<file path="src/rtl/sound_pkg.sv">
// Shared types and tune tables for the game sound sequencer.
// Tunes are stored as fixed 4-entry note lists padded with silent entries.
package sound_pkg;

    typedef enum logic {
        OFF = 1'b0,
        ON  = 1'b1
    } MODE_TYPES;

    // Encoding doubles as arbitration priority: larger value wins.
    typedef enum logic [1:0] {
        TUNE_NONE  = 2'd0,
        TUNE_EAT   = 2'd1,
        TUNE_START = 2'd2,
        TUNE_DIE   = 2'd3
    } tune_e;

    typedef enum logic [1:0] {
        S_IDLE = 2'd0,
        S_PLAY = 2'd1,
        S_GAP  = 2'd2
    } seq_state_e;

    typedef struct packed {
        logic [7:0] freq;
        logic [3:0] dur;
    } note_t;

    localparam int MAX_NOTES = 4;
    localparam int EAT_LEN   = 1;
    localparam int START_LEN = 3;
    localparam int DIE_LEN   = 4;

    localparam note_t EAT_TUNE [MAX_NOTES] = '{
        '{8'd40, 4'd2}, '{8'd0, 4'd0}, '{8'd0, 4'd0}, '{8'd0, 4'd0}
    };
    localparam note_t START_TUNE [MAX_NOTES] = '{
        '{8'd80, 4'd2}, '{8'd60, 4'd2}, '{8'd40, 4'd4}, '{8'd0, 4'd0}
    };
    localparam note_t DIE_TUNE [MAX_NOTES] = '{
        '{8'd50, 4'd3}, '{8'd70, 4'd3}, '{8'd100, 4'd3}, '{8'd150, 4'd6}
    };

endpackage

</file>
<file path="src/rtl/sound_note_rom.sv">
// Combinational note lookup: (tune, note index) -> note and last-note flag.
module sound_note_rom
    import sound_pkg::*;
(
    input  tune_e      tune_i,
    input  logic [1:0] idx_i,
    output note_t      note_o,
    output logic       last_o
);

    always_comb begin
        note_o = '0;
        last_o = 1'b1;
        case (tune_i)
            TUNE_EAT: begin
                note_o = EAT_TUNE[idx_i];
                last_o = (idx_i == 2'(EAT_LEN - 1));
            end
            TUNE_START: begin
                note_o = START_TUNE[idx_i];
                last_o = (idx_i == 2'(START_LEN - 1));
            end
            TUNE_DIE: begin
                note_o = DIE_TUNE[idx_i];
                last_o = (idx_i == 2'(DIE_LEN - 1));
            end
            default: begin
                note_o = '0;
                last_o = 1'b1;
            end
        endcase
    end

endmodule

</file>
<file path="src/rtl/sound_sequencer.sv">
// Arbitrates game sound requests and plays fixed tunes on the oscillator.
// Optional SOUND_PREEMPT_EN: a higher-priority request aborts the tune in progress.
module sound_sequencer
    import sound_pkg::*;
#(
    parameter int TICK_DIV = 1000
) (
    input  logic       clk,
    input  logic       nRst,
    input  MODE_TYPES  state,
    input  logic       req_start,
    input  logic       req_eat,
    input  logic       req_die,
    output logic [7:0] freq,
    output logic       playSound,
    output logic       busy,
    output logic [1:0] tune_id
);

    localparam int TICK_W = $clog2(TICK_DIV);
    localparam logic [TICK_W-1:0] TICK_LAST = TICK_W'(TICK_DIV - 1);

    seq_state_e        state_q, state_d;
    logic [TICK_W-1:0] tick_q, tick_d;
    logic [3:0]        dur_q, dur_d;
    logic [1:0]        idx_q, idx_d;
    tune_e             tune_q, tune_d;
    logic              last_q, last_d;
    logic [7:0]        freq_q, freq_d;
    logic              play_q, play_d;
    logic              busy_q, busy_d;

    tune_e      req_tune;
    logic       launch;
    logic       preempt_ok;
    tune_e      rom_tune;
    logic [1:0] rom_idx;
    note_t      note;
    logic       note_last;
    logic [3:0] dur_eff;

    always_comb begin
        if (req_die)        req_tune = TUNE_DIE;
        else if (req_start) req_tune = TUNE_START;
        else if (req_eat)   req_tune = TUNE_EAT;
        else                req_tune = TUNE_NONE;
    end

`ifdef SOUND_PREEMPT_EN
    assign preempt_ok = (state_q != S_IDLE) && (req_tune > tune_q);
`else
    assign preempt_ok = 1'b0;
`endif

    assign launch = (state == ON) && (req_tune != TUNE_NONE) &&
                    ((state_q == S_IDLE) || preempt_ok);

    // In GAP, idx_q already points at the upcoming note so its freq is ready.
    assign rom_tune = launch ? req_tune : tune_q;
    assign rom_idx  = launch ? 2'd0 : idx_q;
    assign dur_eff  = (note.dur == 4'd0) ? 4'd1 : note.dur;

    sound_note_rom u_rom (
        .tune_i (rom_tune),
        .idx_i  (rom_idx),
        .note_o (note),
        .last_o (note_last)
    );

    always_comb begin
        state_d = state_q;
        tick_d  = tick_q;
        dur_d   = dur_q;
        idx_d   = idx_q;
        tune_d  = tune_q;
        last_d  = last_q;
        freq_d  = freq_q;
        play_d  = play_q;
        busy_d  = busy_q;

        if (state == OFF) begin
            state_d = S_IDLE;
            tick_d  = '0;
            dur_d   = '0;
            idx_d   = '0;
            tune_d  = TUNE_NONE;
            last_d  = 1'b0;
            freq_d  = '0;
            play_d  = 1'b0;
            busy_d  = 1'b0;
        end else if (launch) begin
            state_d = S_PLAY;
            tick_d  = '0;
            dur_d   = '0;
            idx_d   = '0;
            tune_d  = req_tune;
            last_d  = 1'b0;
            freq_d  = note.freq;
            play_d  = (note.freq != 8'd0);
            busy_d  = 1'b1;
        end else begin
            case (state_q)
                S_PLAY: begin
                    tick_d = (tick_q == TICK_LAST) ? '0 : tick_q + 1'b1;
                    if (tick_q == TICK_LAST) begin
                        if (dur_q == dur_eff - 4'd1) begin
                            state_d = S_GAP;
                            dur_d   = '0;
                            idx_d   = idx_q + 2'd1;
                            last_d  = note_last;
                            freq_d  = '0;
                            play_d  = 1'b0;
                        end else begin
                            dur_d = dur_q + 4'd1;
                        end
                    end
                end
                S_GAP: begin
                    tick_d = (tick_q == TICK_LAST) ? '0 : tick_q + 1'b1;
                    if (tick_q == TICK_LAST) begin
                        if (last_q) begin
                            state_d = S_IDLE;
                            idx_d   = '0;
                            tune_d  = TUNE_NONE;
                            last_d  = 1'b0;
                            busy_d  = 1'b0;
                        end else begin
                            state_d = S_PLAY;
                            freq_d  = note.freq;
                            play_d  = (note.freq != 8'd0);
                        end
                    end
                end
                default: begin
                    tick_d = '0;
                    dur_d  = '0;
                end
            endcase
        end
    end

    always_ff @(posedge clk or negedge nRst) begin
        if (!nRst) begin
            state_q <= S_IDLE;
            tick_q  <= '0;
            dur_q   <= '0;
            idx_q   <= '0;
            tune_q  <= TUNE_NONE;
            last_q  <= 1'b0;
            freq_q  <= '0;
            play_q  <= 1'b0;
            busy_q  <= 1'b0;
        end else begin
            state_q <= state_d;
            tick_q  <= tick_d;
            dur_q   <= dur_d;
            idx_q   <= idx_d;
            tune_q  <= tune_d;
            last_q  <= last_d;
            freq_q  <= freq_d;
            play_q  <= play_d;
            busy_q  <= busy_d;
        end
    end

    assign freq      = freq_q;
    assign playSound = play_q;
    assign busy      = busy_q;
    assign tune_id   = tune_q;

endmodule

</file>
<file path="config.mk">
export PLATFORM = sky130hd
export DESIGN_NAME = sound_sequencer
export DESIGN_NICKNAME = d
export VERILOG_FILES = /design/src/rtl/sound_pkg.sv /design/src/rtl/sound_note_rom.sv /design/src/rtl/sound_sequencer.sv
export SDC_FILE = /design/constraint.sdc
export NUM_CORES = 1
export LEC_CHECK = 0
export ABC_AREA = 1
export BUFFER_PORTS_ARGS = -buffer_cell sky130_fd_sc_hd__buf_4
export CORE_MARGIN = 2
export CORE_UTILIZATION = 50
export DETAILED_ROUTE_END_ITERATION = 7
export PLACE_DENSITY = 0.69
export SLEW_MARGIN = 20
export SYNTH_ARGS = -nofsm -noshare
export SYNTH_HDL_FRONTEND = slang
export SYNTH_SLANG_ARGS = --single-unit
</file>
<file path="constraint.sdc">
create_clock -name clk -period 6.9 [get_ports clk]
set_input_delay 0.345 -clock clk [delete_from_list [all_inputs] [get_ports clk]]
set_output_delay 0.345 -clock clk [all_outputs]
set_load 0.01 [all_outputs]
</file>
==> impl_metrics.csv <==
group,metric,value,unit
logic_synthesis,synth_edf_count,0,
critical_path,crit_fanout,14,
clock_tree,cts_tree,"built",
logic_synthesis,ys_seq_area_frac,0.353,
critical_path,path_class,"reg -> reg",
placement,dp_hpwl,3.15,mm
clock_tree,cts_setup_buffers,0,
power_and_ir_drop,p_leak,1.19,nW
detailed_routing,wire_per_inst,12.5,um
logic_synthesis,syn_inst,259,
logic_synthesis,synth_adder_area_share,0.0824,
finish,area_growth,11.9,%
global_route,grt_pass1_wl,7.46,mm
clock_tree,clkTransAtPathRegs,70,ps
global_route,met3_usage,0.0363,
critical_path,crit_family,"simple AND/OR/NAND/NOR gates",
floorplan,start_util,0.524,
logic_synthesis,synth_common_cells,"53 x nand2_1, 31 x inv_1, 30 x dfrtp_1",
finish,num-fill-cells,373,
sta,clock_skew,11.6,ps
detailed_routing,ant_nets,0,
critical_path,crit_path_cell_trace,"inv_1 > ha_1 > nand2_2 > inv_4 > nand2_4 > nand2_1 > inv_1 > ha_1 > nand4_4 > nand2_2 > o21ai_2 > inv_1 > ha_1 > a21oi_1 > o21ai_0 > a21oi_4 > nand3_4 > nand2_4 > nand3_4 > nand2_1 > nand2_1",
sta,slew_viol_final,0,
critical_path,crit_path_end_kind,"flip-flop",
critical_path,start_kind,"flip-flop",
power_and_ir_drop,vdd_drop_max,0.200,mV
power_and_ir_drop,powerDensity,379,mW/mm^2
finish,diodes,0,
clock_tree,cts_buffers,5,
logic_synthesis,yosys.area_share.simple,0.386,
detailed_routing,wl,4.12,mm
sta,finalSetupTns,0,ps
floorplan,row_count,23,
logic_synthesis,yosysWarnings,0,
clock_tree,clock_path_buffers,2,
finish,nets,298,
critical_path,worstPathArrival,3450,ps
sta,clock.fmax,305,MHz
placement,placed_cells_incl_taps,320,
global_route,grt_max_degree,31,
global_route,antenna_found_initial,0,
logic_synthesis,synth_compound_area_frac,0.0718,
flow_run,maxCapViolCount,0,
finish,drive_gt1_frac,0.201,
floorplan,core,0.00406,sq mm
logic_synthesis,synth_ff_type,"dfrtp_1",
logic_synthesis,syn_avg_cell_area,8.21,sq um
global_route,overflow,0,
detailed_routing,drt_iter0_markers,86,
critical_path,r2r_cells,21,
hold_path,hold_depth,5,
clock_tree,root_buffer,"clkbuf_8",
critical_path,slowest_stage,"dfrtp_1",
logic_synthesis,ys_ff_latch,30,
detailed_routing,num_vias,1712,
sta,hold_violations,0,
clock_tree,insertion_delay,290,ps
critical_path,cp_num_cells,21,
floorplan,die_x,69.2,um
detailed_routing,routed_via_density,5.20,
placement,finalWeightedCongestion,0.865,
floorplan,io_pins,18,
logic_synthesis,syn_nets,279,
floorplan,chipHeight,69.2,um
logic_synthesis,async_reset_ff_frac,1.00,
floorplan,die_area,0.00479,sq mm
placement,port-buffer-count,16,
logic_synthesis,syn_area,0.00213,sq mm
logic_synthesis,synth.area.mux_share,0,
critical_path,cp.required,7070,ps
logic_synthesis,synth.distinct_cells,39,
sta,setup_viol,0,
logic_synthesis,yosysTopAreaCellShare,0.353,
sta,period_minus_slack,3280,ps
finish,fin_cells,329,
global_route,grtUsageMet1,0.280,
detailed_routing,drc,0,
critical_path,cpPeakStageDelay,400,ps
clock_tree,htreeDepth,2,
logic_synthesis,synth_top_family_by_area,"simple AND/OR/NAND/NOR gates",
sta,fin_hold_ws,464,ps
detailed_routing,drt-pass1-iter-count,4,
hold_path,min_path_type,"in -> reg",
logic_synthesis,yosysTopAreaCell,"dfrtp_1",
sta,rsz0062_at_grt,"no",
clock_tree,cts.sinks,30,
outcome,outcome,"completed",
global_route,grt_pass1_vias,1592,
global_route,use_met2,0.281,
sta,period_share,0.476,
global_route,grt.busiest_layer,"met2",
global_route,grt.total_usage,0.192,
critical_path,worst-path-buf-inv,4,
logic_synthesis,synthTopCellsByArea,"dfrtp_1 35%, nand2_1 9.4%, ha_1 8.2%",
logic_synthesis,synth.most_common_cell,"nand2_1",
logic_synthesis,synth_xor_area_frac,0.0288,
[through the flow]
| stage | setup WS (ps) | util | power, mW | instance area (sq um) |
|---|---|---|---|---|
| after floorplan | 4000 | - | 0.644 | 2130 |
| after global placement | 3670 | 0.561 | 0.749 | 2270 |
| after detailed placement | 3620 | 0.561 | 0.753 | 2270 |
| after CTS | 3590 | 0.586 | 0.908 | 2380 |
| after global routing | 3250 | 0.586 | 0.987 | 2380 |
| final | 3620 | 0.586 | 0.902 | 2380 |
[placed cells by master (no fill, tap or decap), types with 4 or more instances in the layout]
cell      instances
ha_1             14
xor2_1            4
buf_4            16
clkbuf_8          6
nand2_1          53
nand2_4           5
nor3_1            9
dfrtp_1          30
o21ai_0           7
nand3_1          18
nand2_2           7
inv_1            31
nand4_1          16
a21oi_1           8
nor2_1           22
[cell families (layout without fill, tap and decap cells)]
group,after synthesis,after routing
AO/OA/AOI/OAI,23,23
XOR/XNOR,7,7
adder cells (fa/ha/maj),14,14
buffers and inverters,38,58
flip-flops,30,30
other,1,1
AND/OR/NAND/NOR,146,146
[cell type report]
type	count	area, sq um	area share
flip-flops and latches	30	751	0.315
repair buffers	17	130	0.0547
clock inverters	2	12.5	0.00526
well taps	50	62.6	0.0263
inverters	33	126	0.0531
clock buffers	6	82.6	0.0347
multi-input cells	191	1210	0.511
[flip-flops by register name, summed over array words and instances, names as in the netlist]
| signal | flops |
|---|---|
| tick_q | 10 |
| freq | 7 |
| dur_q | 4 |
| idx_q | 2 |
| state_q | 2 |
| tune_id | 2 |
| busy | 1 |
| last_q | 1 |
| playSound | 1 |
[metal layers]
layer  vias to the layer above  wire length (um)
li1                        885                 -
met2                        35              1750
met4                         0                47
met3                         5               186
met5                         -                 0
met1                       787              2140
[worst reg2reg max path, stage by stage (launching register included)]
cell	delay, ps
dfrtp_1	400
inv_1	100
ha_1	190
nand2_2	70
inv_4	90
nand2_4	100
nand2_1	150
inv_1	130
ha_1	250
nand4_4	120
nand2_2	70
o21ai_2	140
inv_1	60
ha_1	300
a21oi_1	130
o21ai_0	140
a21oi_4	160
nand3_4	110
nand2_4	170
nand3_4	140
nand2_1	90
nand2_1	50
[worst paths after layout]
| kind | startpoint | to | slack (ps) |
|---|---|---|---|
| worst max register to register | state_q[0]$_DFFE_PN0P_ | freq[7]$_DFFE_PN0P_ | 3620 |
| worst min register to register | freq[1]$_DFFE_PN0P_ | freq[1]$_DFFE_PN0P_ | 470 |
| worst min-delay path | req_start | tune_id[1]$_DFFE_PN0P_ | 460 |
| worst max-delay path | state_q[0]$_DFFE_PN0P_ | freq[7]$_DFFE_PN0P_ | 3620 |
| min in group asynchronous | nRst | tick_q[0]$_DFF_PN0_ | 530 |
| max in group asynchronous | nRst | dur_q[3]$_DFFE_PN0P_ | 6080 |
[report_power, final]
| group | switching (mW) | internal [mW] | leakage [nW] |
|---|---|---|---|
| registers | 0.0333 | 0.213 | 0.408 |
| logic | 0.314 | 0.189 | 0.734 |
| clock network | 0.0729 | 0.0801 | 0.0472 |
| total | 0.420 | 0.482 | 1.19 |
[repair_timing]
| item | in CTS | in global routing |
|---|---|---|
| hold endpoints to repair | 24 | 0 |
| gates resized for setup | 0 | 0 |
| hold buffers | 1 | 0 |
(Power assumes the default switching activity.)
